## src/rtl/program_loader.sv

```systemverilog
// program_loader: holds the CPU in reset while a byte stream is assembled into
// 16-bit instruction words and written into the ICache, then releases the CPU.
// Stream format: count byte (0 means 256 words), then two bytes per word, high byte first.
// Optional feature: define LOADER_CHECKSUM_EN to require a trailing XOR checksum byte.
module program_loader #(
  parameter int unsigned TIMEOUT_CYCLES = 50000,
  parameter int unsigned RELEASE_CYCLES = 4
) (
  input  logic        clk,
  input  logic        reset,
  input  logic        load_req,
  input  logic        rx_valid,
  input  logic [7:0]  rx_data,
  output logic        rx_ready,
  output logic        cpu_reset,
  output logic [7:0]  write_instruction_index,
  output logic [15:0] write_instruction,
  output logic [8:0]  word_count,
  output logic        busy,
  output logic        error
);

  localparam int unsigned REL_MIN = (RELEASE_CYCLES < 1) ? 1 : RELEASE_CYCLES;
  localparam int unsigned REL_W   = $clog2(REL_MIN + 1);
  localparam int unsigned IDLE_W  = (TIMEOUT_CYCLES < 2) ? 1 : $clog2(TIMEOUT_CYCLES);

  typedef enum logic [2:0] {
    S_WAIT_COUNT = 3'd0,
    S_WAIT_B0    = 3'd1,
    S_WAIT_B1    = 3'd2,
    S_RELEASE    = 3'd3,
    S_RUN        = 3'd4,
    S_ERROR      = 3'd5
`ifdef LOADER_CHECKSUM_EN
    , S_CHECK    = 3'd6
`endif
  } state_t;

  state_t              state;
  state_t              state_nxt;
  logic [8:0]          target;
  logic [7:0]          ptr;
  logic [7:0]          b0;
  logic [IDLE_W-1:0]   idle_cnt;
  logic [REL_W-1:0]    rel_cnt;
  logic                xfer;
  logic                timed;
  logic                idle_hit;
  logic                last_word;
`ifdef LOADER_CHECKSUM_EN
  logic [7:0]          xor_acc;
`endif

  // Handshake and timeout qualifiers shared by next-state and datapath logic
  always_comb begin
    xfer      = rx_valid & rx_ready;
    timed     = (state == S_WAIT_B0) || (state == S_WAIT_B1)
`ifdef LOADER_CHECKSUM_EN
                || (state == S_CHECK)
`endif
                ;
    idle_hit  = (TIMEOUT_CYCLES != 0) && timed && !xfer &&
                (idle_cnt == IDLE_W'(TIMEOUT_CYCLES - 1));
    last_word = ((word_count + 9'd1) == target);
  end

  // Next-state decode; load_req overrides everything, including a same-cycle byte
  always_comb begin
    state_nxt = state;
    case (state)
      S_WAIT_COUNT: if (xfer) state_nxt = S_WAIT_B0;
      S_WAIT_B0: begin
        if (xfer)          state_nxt = S_WAIT_B1;
        else if (idle_hit) state_nxt = S_ERROR;
      end
      S_WAIT_B1: begin
        if (xfer) begin
`ifdef LOADER_CHECKSUM_EN
          state_nxt = last_word ? S_CHECK : S_WAIT_B0;
`else
          state_nxt = last_word ? S_RELEASE : S_WAIT_B0;
`endif
        end else if (idle_hit) begin
          state_nxt = S_ERROR;
        end
      end
`ifdef LOADER_CHECKSUM_EN
      S_CHECK: begin
        if (xfer)          state_nxt = (rx_data == xor_acc) ? S_RELEASE : S_ERROR;
        else if (idle_hit) state_nxt = S_ERROR;
      end
`endif
      S_RELEASE: if (rel_cnt == REL_W'(REL_MIN)) state_nxt = S_RUN;
      S_RUN:     state_nxt = S_RUN;
      S_ERROR:   state_nxt = S_ERROR;
      default:   state_nxt = S_WAIT_COUNT;
    endcase
    if (load_req) state_nxt = S_WAIT_COUNT;
  end

  // State, registered status outputs, counters and word assembly
  always_ff @(posedge clk or negedge reset) begin
    if (!reset) begin
      state                   <= S_WAIT_COUNT;
      rx_ready                <= 1'b1;
      cpu_reset               <= 1'b1;
      busy                    <= 1'b1;
      error                   <= 1'b0;
      write_instruction_index <= 8'd0;
      write_instruction       <= 16'd0;
      word_count              <= 9'd0;
      target                  <= 9'd0;
      ptr                     <= 8'd0;
      b0                      <= 8'd0;
      idle_cnt                <= '0;
      rel_cnt                 <= '0;
`ifdef LOADER_CHECKSUM_EN
      xor_acc                 <= 8'd0;
`endif
    end else begin
      state     <= state_nxt;
      rx_ready  <= (state_nxt == S_WAIT_COUNT) || (state_nxt == S_WAIT_B0) ||
                   (state_nxt == S_WAIT_B1)
`ifdef LOADER_CHECKSUM_EN
                   || (state_nxt == S_CHECK)
`endif
                   ;
      cpu_reset <= (state_nxt != S_RUN);
      busy      <= (state_nxt != S_RUN);
      error     <= (state_nxt == S_ERROR);

      if (load_req || xfer || !timed) idle_cnt <= '0;
      else                            idle_cnt <= idle_cnt + IDLE_W'(1);

      if (!load_req && (state == S_RELEASE)) rel_cnt <= rel_cnt + REL_W'(1);
      else                                   rel_cnt <= '0;

      if (load_req) begin
        ptr        <= 8'd0;
        target     <= 9'd0;
        word_count <= 9'd0;
`ifdef LOADER_CHECKSUM_EN
        xor_acc    <= 8'd0;
`endif
      end else if (xfer) begin
        case (state)
          S_WAIT_COUNT: begin
            target     <= (rx_data == 8'd0) ? 9'd256 : {1'b0, rx_data};
            word_count <= 9'd0;
            ptr        <= 8'd0;
`ifdef LOADER_CHECKSUM_EN
            xor_acc    <= 8'd0;
`endif
          end
          S_WAIT_B0: begin
            b0      <= rx_data;
`ifdef LOADER_CHECKSUM_EN
            xor_acc <= xor_acc ^ rx_data;
`endif
          end
          S_WAIT_B1: begin
            write_instruction       <= {b0, rx_data};
            write_instruction_index <= ptr;
            ptr                     <= ptr + 8'd1;
            if (word_count != 9'd256) word_count <= word_count + 9'd1;
`ifdef LOADER_CHECKSUM_EN
            xor_acc                 <= xor_acc ^ rx_data;
`endif
          end
          default: ;
        endcase
      end
    end
  end

endmodule
```

## config.mk

```make
export PLATFORM = sky130hd
export DESIGN_NAME = program_loader
export DESIGN_NICKNAME = d
export VERILOG_FILES = /design/src/rtl/program_loader.sv
export SDC_FILE = /design/constraint.sdc
export NUM_CORES = 1
export LEC_CHECK = 0
export ABC_AREA = 0
export CAP_MARGIN = 20
export CORE_MARGIN = 5
export CORE_UTILIZATION = 60
export CTS_CLUSTER_DIAMETER = 200
export DETAILED_ROUTE_END_ITERATION = 8
export PLACE_DENSITY = 0.88
export RECOVER_POWER = 100
export SLEW_MARGIN = 20
export SYNTH_ARGS = -nofsm -noshare
export SYNTH_HDL_FRONTEND = slang
export SYNTH_SLANG_ARGS = --single-unit
export TNS_END_PERCENT = 20
```

## constraint.sdc

```tcl
create_clock -name clk -period 5.1 [get_ports clk]
set_input_delay 1.02 -clock clk [delete_from_list [all_inputs] [get_ports clk]]
set_output_delay 1.02 -clock clk [all_outputs]
set_load 0.01 [all_outputs]
```

# Yosys cells after proc, flatten, opt, wreduce, memory -nomap -nowiden
# Index checks and enable logic that the tools add are counted.
[totals]
regBits = 83
in_bits = 12
output_inout_bits = 37
word_cells = 75
[op_classes]
addsub = 4
n_eq_ne = 14
mux = 21
bitwise = 2
reduce_logical = 22
[ops]
columns = ["op", "count"]
rows = [
  ["9-bit 2-to-1 mux", 7],
  ["3-bit 2-to-1 mux", 7],
  ["3-bit one-hot mux with 6 select lines", 1],
  ["9-bit one-hot mux with 2 select lines", 1],
  ["16-bit by 1-bit adder with 16-bit output, second input constant", 1],
  ["16-bit equality test, second input constant", 1],
  ["16-bit 2-to-1 mux", 1],
  ["8-bit 2-to-1 mux", 2],
  ["8-bit one-hot mux with 2 select lines", 1],
  ["3-bit equality test, second input constant", 4],
  ["9-bit by 1-bit adder with 9-bit output, second input constant", 1],
  ["3-bit by 2-bit equality test with 1-bit output, second input constant", 3],
  ["9-bit equality test", 1],
  ["9-bit inequality test, second input constant", 1],
  ["3-bit AND reduction", 3],
  ["8-bit by 1-bit adder with 8-bit output, second input constant", 1],
  ["8-bit zero test", 1],
  ["3-bit by 1-bit equality test with 1-bit output, second input constant", 2],
  ["3-bit zero test", 2],
  ["1-bit logical OR", 5],
  ["2-bit AND reduction", 2],
  ["2-bit nonzero test", 2],
  ["3-bit by 1-bit adder with 3-bit output, second input constant", 1],
  ["1-bit logical AND", 3],
  ["7 further kinds", 9],
]

# Logic depth before layout (Yosys ltp)
# Gate-level depths: netlist (run 1).
[depth]
word_depth = 11
depth_mapped = 8

# Worst setup path before layout (run 1)
# OpenSTA, ideal clock, no wires.
[synth_timing]
path_kind = "input to register"
start = "in load_req"
end = "reg word_count[6]"
arrival_ns = 2.303
required_ns = 4.997
slack_ns = 2.693
path_stages = 7
path_buffers = 2
cell_sequence = "or4b_4 > buf_6 > a211o_4 > buf_6 > nor2_1 > o21ai_1 > o41ai_2"
[synth_via]
elab_chain_cells = 2
[synth_lines]
columns = ["element", "line", "rtl"]
rows = [
  ["start, declared", "11", "input logic load_req,"],
  ["3-bit by 2-bit inequality test with 1-bit output (no line) (tied with other cells)", "-", ""],
  ["3-bit AND reduction (no line)", "-", ""],
  ["end signal, assigned", "165", "if (word_count != 9'd256) word_count <= word_count + 9'd1;"],
  ["end, declared", "18", "output logic [8:0] word_count,"],
]
# Parallel ways exist; a longest one is shown, timed or not.
# A chain may end at the register's enable or synchronous reset.

# Worst setup path after layout (run 1)
[layout_timing]
start = "in load_req"
end = "reg write_instruction[7]"
[layout_via]
elab_chain_cells = 2
[layout_lines]
columns = ["element", "line", "rtl"]
rows = [
  ["1-bit NOT (no line)", "-", ""],
  ["3-bit AND reduction (no line)", "-", ""],
  ["end signal, assigned", "162", "write_instruction <= {b0, rx_data};"],
  ["end, declared", "17", "output logic [15:0] write_instruction,"],
]
# No other way between the ends.

==> impl_summary.log, run 1 <==
INFO  metric status = finished, violations left
INFO  metric violations = max-capacitance violations, max-slew violations
INFO  metric fraction_of_synthesized_cell_area_in_xor_and_xnor_cells = 0.0552
INFO  metric fillerInstances = ~450
INFO  metric timing.hold.worst_path_depth = 1
INFO  metric cp-start-kind = input port
INFO  metric tritoncts = yes
INFO  metric final.period_utilization = 0.778
INFO  metric post_synth_num_cell_types = 42
INFO  metric timing.rr.start = state[0]$_DFF_PN0_
INFO  metric max-slew-margin-rel = -0.475
INFO  metric cts.reportedPaths.clkPinSlew = roughly 0.08 ns
INFO  metric largest_stage_delay_on_the_critical_path = approximately 1.2 ns
INFO  metric vdd_drop_max = ~0.0002 V
INFO  metric power = roughly 1.4 mW
INFO  metric synthesis.yosys.warnings = 0
INFO  metric synth_adder_area_share = 0.0189
INFO  metric cellPowerDensity = 298 nW/um2
INFO  metric critical_path.slowest_cell = sky130_fd_sc_hd__nor2_1
INFO  metric grt_pass1_vias = between 3k and 4k
INFO  metric postSynthCellCount = ~400
INFO  metric sequential_cell_area = 2080 um2
INFO  metric groute.layer.met1.usage = 0.294
INFO  metric maximum_fanout_along_the_worst_path = 25
INFO  metric globalplace.congestion = 0.861
INFO  metric clock_power_share = 0.364
INFO  metric antenna_found_initial = 0
INFO  metric area_after_detailed_placement = 4450 um2
INFO  metric synthSimpleGateAreaFrac = 0.227
INFO  metric number_of_antenna_diodes = 0
INFO  metric synthToLayoutAreaGrowth = 16.9%
INFO  metric timing_max_transition_violations_final = 37
INFO  metric cp.buffers_inverters = 2
INFO  metric design.core.area = roughly 6400 um2
INFO  metric net_switching_fraction_of_the_power = 0.238
INFO  metric post_synth.cell_area_avg = just under 10 um2
INFO  metric arrival_time_at_the_worst_endpoint = 4.24 ns
INFO  metric worstMarginPinSlew = 2.19 ns
INFO  metric drive_above_1_share = 0.0640
INFO  metric synthesis.nets = around 430
INFO  metric worst_path_dominant_cell_family = simple AND/OR/NAND/NOR gates
INFO  metric clock_insertion_delay_worst_skew = ~0.34 ns
INFO  metric multiplexer_share_of_the_synthesized_area = 0.0429
INFO  metric drcViolationCount = 0
INFO  metric rsz0062_at_grt = false
INFO  metric hold-path-endpoint = idle_cnt[0]$_DFF_PN0_
INFO  metric row_count = 29
INFO  metric final_nets = 466
INFO  metric fmaxAchievable = between 0.2 and 0.3 GHz
INFO  metric cts_resized = 0
INFO  metric dp_hpwl = 5600 um
INFO  metric grt_util_met2 = 0.313
INFO  metric top_usage_layer = met2
INFO  metric stdcell_count = 530
INFO  metric design_area = 4640 um2
INFO  metric route.detailed.vias_per_inst = roughly 5.8
INFO  metric r2r_setup_slack = about 2 ns
INFO  metric grt_overflow_total = 0
INFO  metric firstDrtPassIters = 4
INFO  metric met3_usage = 0.0372
INFO  metric chipWidth = just over 90 um
INFO  metric wire_length_of_the_first_global_routing_pass = 14100 um
INFO  metric place_inst = ~510
INFO  metric period_needed = about 4.0 ns
INFO  metric power_report.internal_total = between 1 and 1.5 mW
INFO  metric worstReg2RegEnd = write_instruction[7]$_DFFE_PN0P_
INFO  metric comb_power_share = 0.107
INFO  metric hold_viol_final = 0
INFO  metric cp_cell_instances = dlygate4sd3_1 > or4b_1 > nor2_1 > clkbuf_1 > nand2_1 > nand2_1
INFO  metric cts_root_buf = sky130_fd_sc_hd__clkbuf_8
INFO  metric cts_hold_buf = 0
INFO  metric design.portCount = roughly 50
INFO  metric synth_area = 3970 um2
INFO  metric setup_total_negative_slack = 0 ns
INFO  metric worst_path_most_repeated_cell = sky130_fd_sc_hd__nand2_1
INFO  metric cp_data_required_time = ~5.4 ns
INFO  metric p_leak = approximately 2.2 nW
INFO  metric groute.usage.overall = 0.204
INFO  metric critical_path.endpoint_type = flop
INFO  metric synth-seq-area-share = 0.524
INFO  metric main_combinational_cell_family_by_area_after_synthesis = simple AND/OR/NAND/NOR gates
INFO  metric routed_wl = ~8100 um
INFO  metric cts_sinks = between 80 and 90
INFO  metric setup_violation_total_in_the_final_timing_report = 0
INFO  metric initial_core_util = 0.621
INFO  metric sequentialPowerShare = 0.529
INFO  metric drv.max_cap_violation_count = 2
INFO  metric ctsHtreeMaxLevel = 3
INFO  metric hold_class = reg2reg
INFO  metric synth_area_in_compound_gates = 0.0939
INFO  metric reg2reg_depth = 5
INFO  metric fin_skew = 0.00799 ns
INFO  metric io_buffer_count = between 40 and 50
INFO  metric tritoncts.num_buffers = 9
INFO  metric cts-root-to-sink-buffers = 2
INFO  metric vias_after_detailed_routing = between 3k and 4k
INFO  metric cts_post_setup_buffers_inserted = 0
INFO  metric critical_path_class = in2reg
INFO  metric worstHoldStart = idle_cnt[0]$_DFF_PN0_
INFO  metric die_height = just over 90 um
INFO  metric switching_power = 329 uW
INFO  metric antenna_left = 0
INFO  metric multi_input_area = between 1500 and 2000 um2
INFO  metric die_area = 8340 um2
INFO  metric grt_start_max_net_pins = between 80 and 90
INFO  metric avgRoutedWirePerCell = 15.4 um
INFO  metric postSynthRegisterBits = 83
INFO  metric detail_route.iter0.violations = ~190
-- cells by family (layout without fill, tap and decap cells) --
kind of cell,after synthesis,after routing
and+or+nand+nor,191,191
xor gates and xnor gates,25,25
muxes,16,16
AOI/OAI and AO/OA,57,57
DFF,83,83
buffers and inverters,29,75
adders and majority gates,6,6
-- worst max-delay path by stage --
stage / from / end / slack, ns / cells after the start
floorplan: load_req / word_count[6]$_DFFE_PN0P_ / 2.69 / 7
global placement: load_req / write_instruction[5]$_DFFE_PN0P_ / 1.59 / 6
detailed placement: load_req / write_instruction[7]$_DFFE_PN0P_ / 1.50 / 6
CTS: load_req / ptr[6]$_DFFE_PN0P_ / 1.85 / 6
global route: load_req / write_instruction[7]$_DFFE_PN0P_ / 0.84 / 6
finish: load_req / write_instruction[7]$_DFFE_PN0P_ / 1.13 / 6
-- sequential cells by signal, indices dropped and copies added, names as in the netlist --
register                 cells
b0                           8
busy                         1
error                        1
idle_cnt                    16
ptr                          8
rel_cnt                      3
rx_ready                     1
state                        3
target                       9
word_count                   9
write_instruction           16
write_instruction_index      8
-- per-stage QoR --
step	worst slack, ns	hold WS, ns	utilization
floorplan	2.69	0.425	-
global placement	1.59	0.440	0.696
detailed placement	1.50	0.449	0.697
CTS	1.85	0.460	0.730
global route	0.843	0.476	0.726
finish	1.13	0.459	0.726
-- power by group through the flow --
stage | Sequential (mW) | Combinational (mW) | Clock (mW)
2_1_floorplan | 0.747 | 0.0698 | 0
3_3_place_gp | 0.743 | 0.151 | 0
3_5_place_dp | 0.743 | 0.159 | 0
4_1_cts | 0.732 | 0.159 | 0.510
5_1_grt | 0.738 | 0.165 | 0.536
6_report | 0.731 | 0.148 | 0.503
-- layer usage --
layer,routed length (um),vias to the layer above
met5,0,-
met4,108,0
met3,398,11
met2,3860,78
met1,3780,1500
li1,-,1467
-- placed cells by master, fill, tap and decap left out, types with 8 or more instances in the layout --
cell                              Yosys  final
sky130_fd_sc_hd__o21ai_0             14     22
sky130_fd_sc_hd__inv_1               10     10
sky130_fd_sc_hd__mux2_2               8      8
sky130_fd_sc_hd__clkdlybuf4s50_1      0      8
sky130_fd_sc_hd__dlygate4sd3_1        0     39
sky130_fd_sc_hd__a21oi_1             10     10
sky130_fd_sc_hd__nand3_1             15     15
sky130_fd_sc_hd__xor2_1               9      9
sky130_fd_sc_hd__nand2_1             85     85
sky130_fd_sc_hd__nor2_1              37     38
sky130_fd_sc_hd__and3_1              12     12
sky130_fd_sc_hd__mux2i_1              8      8
sky130_fd_sc_hd__xnor2_1             16     16
sky130_fd_sc_hd__clkbuf_8             0      9
sky130_fd_sc_hd__dfrtp_1             81     81
-- worst reg2reg max path, cell delays in order, from the launching register on --
cell and delay [ns]:
sky130_fd_sc_hd__dfrtp_1 0.53, sky130_fd_sc_hd__or4b_1 0.71, sky130_fd_sc_hd__nor2_1 1.18, sky130_fd_sc_hd__clkbuf_1 0.40
sky130_fd_sc_hd__nand2_1 0.12, sky130_fd_sc_hd__nand2_1 0.09
-- Yosys cell counts --
cell type	number	area (um2)
sky130_fd_sc_hd__nand2_1	85	319
sky130_fd_sc_hd__dfrtp_1	81	2030
sky130_fd_sc_hd__nor2_1	37	139
sky130_fd_sc_hd__xnor2_1	16	140
sky130_fd_sc_hd__nand3_1	15	75.1
sky130_fd_sc_hd__o21ai_0	14	70.1
sky130_fd_sc_hd__and3_1	12	75.1
sky130_fd_sc_hd__o21ai_1	12	60.1
sky130_fd_sc_hd__a21oi_1	10	50.1
sky130_fd_sc_hd__inv_1	10	37.5
sky130_fd_sc_hd__xor2_1	9	78.8
sky130_fd_sc_hd__buf_2	8	40.0
sky130_fd_sc_hd__mux2_2	8	90.1
sky130_fd_sc_hd__mux2i_1	8	80.1
sky130_fd_sc_hd__a31oi_1	7	43.8
sky130_fd_sc_hd__and2_1	7	43.8
sky130_fd_sc_hd__nand4_1	7	43.8
sky130_fd_sc_hd__clkbuf_1	6	22.5
sky130_fd_sc_hd__ha_1	6	75.1
sky130_fd_sc_hd__or3_1	5	31.3
sky130_fd_sc_hd__buf_6	4	45.0
sky130_fd_sc_hd__nand2b_1	4	25.0
sky130_fd_sc_hd__nor4b_1	4	35.0
sky130_fd_sc_hd__o31ai_1	4	30.0
sky130_fd_sc_hd__nor4_1	3	18.8
sky130_fd_sc_hd__o41ai_2	3	48.8
sky130_fd_sc_hd__dfstp_2	2	52.6
sky130_fd_sc_hd__nand4b_1	2	17.5
sky130_fd_sc_hd__nor2_2	2	12.5
sky130_fd_sc_hd__nor3_1	2	10.0
sky130_fd_sc_hd__nor4bb_1	2	20.0
sky130_fd_sc_hd__o31a_1	2	17.5
sky130_fd_sc_hd__a211o_4	1	17.5
sky130_fd_sc_hd__a221oi_1	1	8.76
sky130_fd_sc_hd__a22o_1	1	8.76
sky130_fd_sc_hd__a32o_1	1	10.0
sky130_fd_sc_hd__buf_4	1	7.51
sky130_fd_sc_hd__nor2b_1	1	6.26
sky130_fd_sc_hd__nor3b_1	1	7.51
sky130_fd_sc_hd__o21bai_1	1	7.51
sky130_fd_sc_hd__or2_1	1	6.26
sky130_fd_sc_hd__or4b_4	1	13.8
-- final cells by class --
type | instances | share of cell area
Clock inverter | 4 | 0.0162
Sequential cell | 83 | 0.448
Clock buffer | 12 | 0.0291
Multi-Input combinational cell | 295 | 0.373
Tap cell | 77 | 0.0208
Timing Repair Buffer | 49 | 0.105
Inverter | 10 | 0.00809
Power figures use the tool's default switching activity.
==> run 2, diff against run 1 <==
--- a/config.mk
+++ b/config.mk
@@ -8,10 +8,10 @@
 export ABC_AREA = 0
 export CAP_MARGIN = 20
 export CORE_MARGIN = 5
-export CORE_UTILIZATION = 60
+export CORE_UTILIZATION = 55
 export CTS_CLUSTER_DIAMETER = 200
 export DETAILED_ROUTE_END_ITERATION = 8
-export PLACE_DENSITY = 0.88
+export PLACE_DENSITY = 0.82
 export RECOVER_POWER = 100
 export SLEW_MARGIN = 20
 export SYNTH_ARGS = -nofsm -noshare
==> constraint.sdc (replaced) <==
create_clock -name clk -period 3.9 [get_ports clk]
set_input_delay 0.78 -clock clk [delete_from_list [all_inputs] [get_ports clk]]
set_output_delay 0.78 -clock clk [all_outputs]
set_load 0.01 [all_outputs]
==> run 2 against run 1 <==
The run still ends with max-capacitance violations, max-slew violations left. Routed wire length increased by 2.3%. Critical path depth unchanged. Total power increased by 29%. First-iteration DRC count decreased by 19%. Final area increased by 0.51%. Via count increased by 0.26%. Flip-flop and latch count unchanged.
==> impl_summary.log, run 2 (synthesis results as in run 1) <==
INFO  metric layout.cells.most_common_list = sky130_fd_sc_hd__nand2_1 (85), sky130_fd_sc_hd__dfrtp_1 (81), sky130_fd_sc_hd__dlygate4sd3_1 (39)
INFO  metric drive_above_1_share = 0.0727 (+0.00867)
INFO  metric avgRoutedWirePerCell = 15.1 um (-1.9%)
INFO  metric hold_class = reg2reg
INFO  metric grt_start_max_net_pins = 84 (unchanged)
INFO  metric cts_sinks = 83 (unchanged)
INFO  metric final_common_cell = sky130_fd_sc_hd__nand2_1
INFO  metric largestRegisters = idle_cnt (16), write_instruction (16)
INFO  metric chipWidth = 94.9 um (+4.0%)
INFO  metric antenna_left = 0 (unchanged)
INFO  metric cts_hold_buf = 0 (unchanged)
INFO  metric die_area = 9010 um2 (+8.1%)
INFO  metric cellPowerDensity = 382 nW/um2 (+28%)
INFO  metric vias_after_detailed_routing = 3064 (+0.26%)
INFO  metric detail_route.iter0.violations = 154 (-19%)
INFO  metric grt_pass1_vias = 3150 (+4.0%)
INFO  metric tritoncts = yes
INFO  metric drcViolationCount = 0 (unchanged)
INFO  metric critical_path_class = in2reg
INFO  metric cts_resized = 0 (unchanged)
INFO  metric pre_cts_ws = 0.671 ns (-0.834 ns)
INFO  metric arrival_time_at_the_worst_endpoint = 3.53 ns (-0.71 ns)
INFO  metric groute.usage.overall = 0.207 (+0.00224)
INFO  metric violations = max-capacitance violations, max-slew violations
INFO  metric period_needed = around 3.2 ns
INFO  metric fillerInstances = 579 (+28%)
INFO  metric rsz0062_at_grt = false
INFO  metric final_nets = 467 (+0.21%)
INFO  metric tritoncts.num_buffers = 9 (unchanged)
INFO  metric cp_data_required_time = 4.19 ns (-1.19 ns)
INFO  metric timing.critical_path.from = load_req
INFO  metric critical_path.endpoint_type = flop
INFO  metric routed_wl = 8330 um (+2.3%)
INFO  metric number_of_antenna_diodes = 0 (unchanged)
INFO  metric row_count = 31 (+6.9%)
INFO  metric cts_root_buf = sky130_fd_sc_hd__clkbuf_8
INFO  metric cts-root-to-sink-buffers = 2 (unchanged)
INFO  metric die_height = 94.9 um (+4.0%)
INFO  metric design.core.area = 7140 um2 (+12%)
INFO  metric hold_viol_final = 0 (unchanged)
INFO  metric postLayoutSetupSlackWorst = 0.660 ns (-0.470 ns)
INFO  metric grt_overflow_total = 0 (unchanged)
INFO  metric io_buffer_count = 48 (unchanged)
INFO  metric dp_hpwl = 5800 um (+3.6%)
INFO  metric multi_input_area = 1730 um2 (+0.22%)
INFO  metric p_leak = 2.23 nW (+0.35%)
INFO  metric fmaxAchievable = 0.309 GHz
INFO  metric ctsHtreeMaxLevel = 3 (unchanged)
INFO  metric timing_max_transition_violations_final = 84 (+130%)
INFO  metric firstDrtPassIters = 4 (unchanged)
INFO  metric route.detailed.vias_per_inst = 5.54 (-3.9%)
INFO  metric design.portCount = 49 (unchanged)
INFO  metric sequential_cell_area = 2080 um2 (unchanged)
INFO  metric wire_length_of_the_first_global_routing_pass = 14600 um (+3.6%)
INFO  metric clock_insertion_delay_worst_skew = 0.35 ns (about the same)
INFO  metric cp-start-kind = input port
INFO  metric r2r_setup_slack = 1.30 ns (-0.71 ns)
INFO  metric worstHoldStart = idle_cnt[0]$_DFF_PN0_
INFO  metric max-slew-margin-rel = -0.310 (+0.165)
INFO  metric drv.max_cap_violation_count = 1 (-1)
INFO  metric initial_core_util = 0.556 (-0.0654)
INFO  metric status = finished, violations left
INFO  metric maximum_fanout_along_the_worst_path = 18 (-28%)
INFO  metric synthToLayoutAreaGrowth = 17.5%
INFO  metric cts.reportedPaths.clkPinSlew = 0.09 ns (about the same)
INFO  metric antenna_found_initial = 0 (unchanged)
INFO  metric setup_total_negative_slack = 0 ns (unchanged)
INFO  metric timing.rr.start = state[0]$_DFF_PN0_
INFO  metric fin_skew = 0.0133 ns (+0.00529 ns)
INFO  metric final.period_utilization = 0.831
INFO  metric globalplace.congestion = 0.823 (-4.4%)
INFO  metric vdd_drop_max = 0.000233 V (+17%)
INFO  metric cts_post_setup_buffers_inserted = 0 (unchanged)
INFO  metric setup_violation_total_in_the_final_timing_report = 0 (unchanged)
INFO  metric worstMarginPinSlew = 1.97 ns (-0.228 ns)
## run 2: area by class of cell
type / instances / area share
Clock buffer: 11 / 0.0303
Sequential cell: 83 / 0.446
Tap cell: 99 / 0.0266
Timing Repair Buffer: 50 / 0.104
Clock inverter: 5 / 0.0129
Inverter: 10 / 0.00805
Multi-Input combinational cell: 295 / 0.372
## run 2: final timing paths
check | endpoint | depth (start not counted)
worst max-delay path | write_instruction[5]$_DFFE_PN0P_ | 6
worst min-delay path | idle_cnt[0]$_DFF_PN0_ | 1
worst max register to register | write_instruction[5]$_DFFE_PN0P_ | 5
worst min register to register | idle_cnt[0]$_DFF_PN0_ | 1
max in group asynchronous | word_count[7]$_DFFE_PN0P_ | 1
min in group asynchronous | write_instruction[3]$_DFFE_PN0P_ | 1
## run 2: power by group
part	total, mW	internal [mW]	switching, mW
logic	0.192	0.0943	0.0981
registers	0.958	0.920	0.0381
clock network	0.631	0.316	0.315
## run 2: through the flow
stage | instance area, um2 | total power, mW | hold slack [ns] | std cells | util
3_5_place_dp | 4480 | 1.18 | 0.450 | 537 | 0.627
2_1_floorplan | 3970 | 1.07 | 0.425 | 407 | -
4_1_cts | 4680 | 1.81 | 0.462 | 553 | 0.656
3_3_place_gp | 4480 | 1.17 | 0.436 | 537 | 0.627
5_1_grt | 4660 | 1.87 | 0.487 | 553 | 0.653
6_report | 4660 | 1.78 | 0.456 | 553 | 0.653
## run 2: per-layer routing
metal	vias up	part of all wire	GRT usage
li1	1478	-	-
met1	1527	0.46	0.274
met2	46	0.49	0.331
met3	13	0.034	0.0454
met4	0	0.018	0.0805
met5	-	0	0
## run 2: worst max-delay path, stage by stage
cell and delay (ns):
sky130_fd_sc_hd__dlygate4sd3_1 0.72, sky130_fd_sc_hd__or4b_4 0.67, sky130_fd_sc_hd__nor2_1 0.84, sky130_fd_sc_hd__buf_4 0.36
sky130_fd_sc_hd__nand2_1 0.07, sky130_fd_sc_hd__nand2_1 0.07
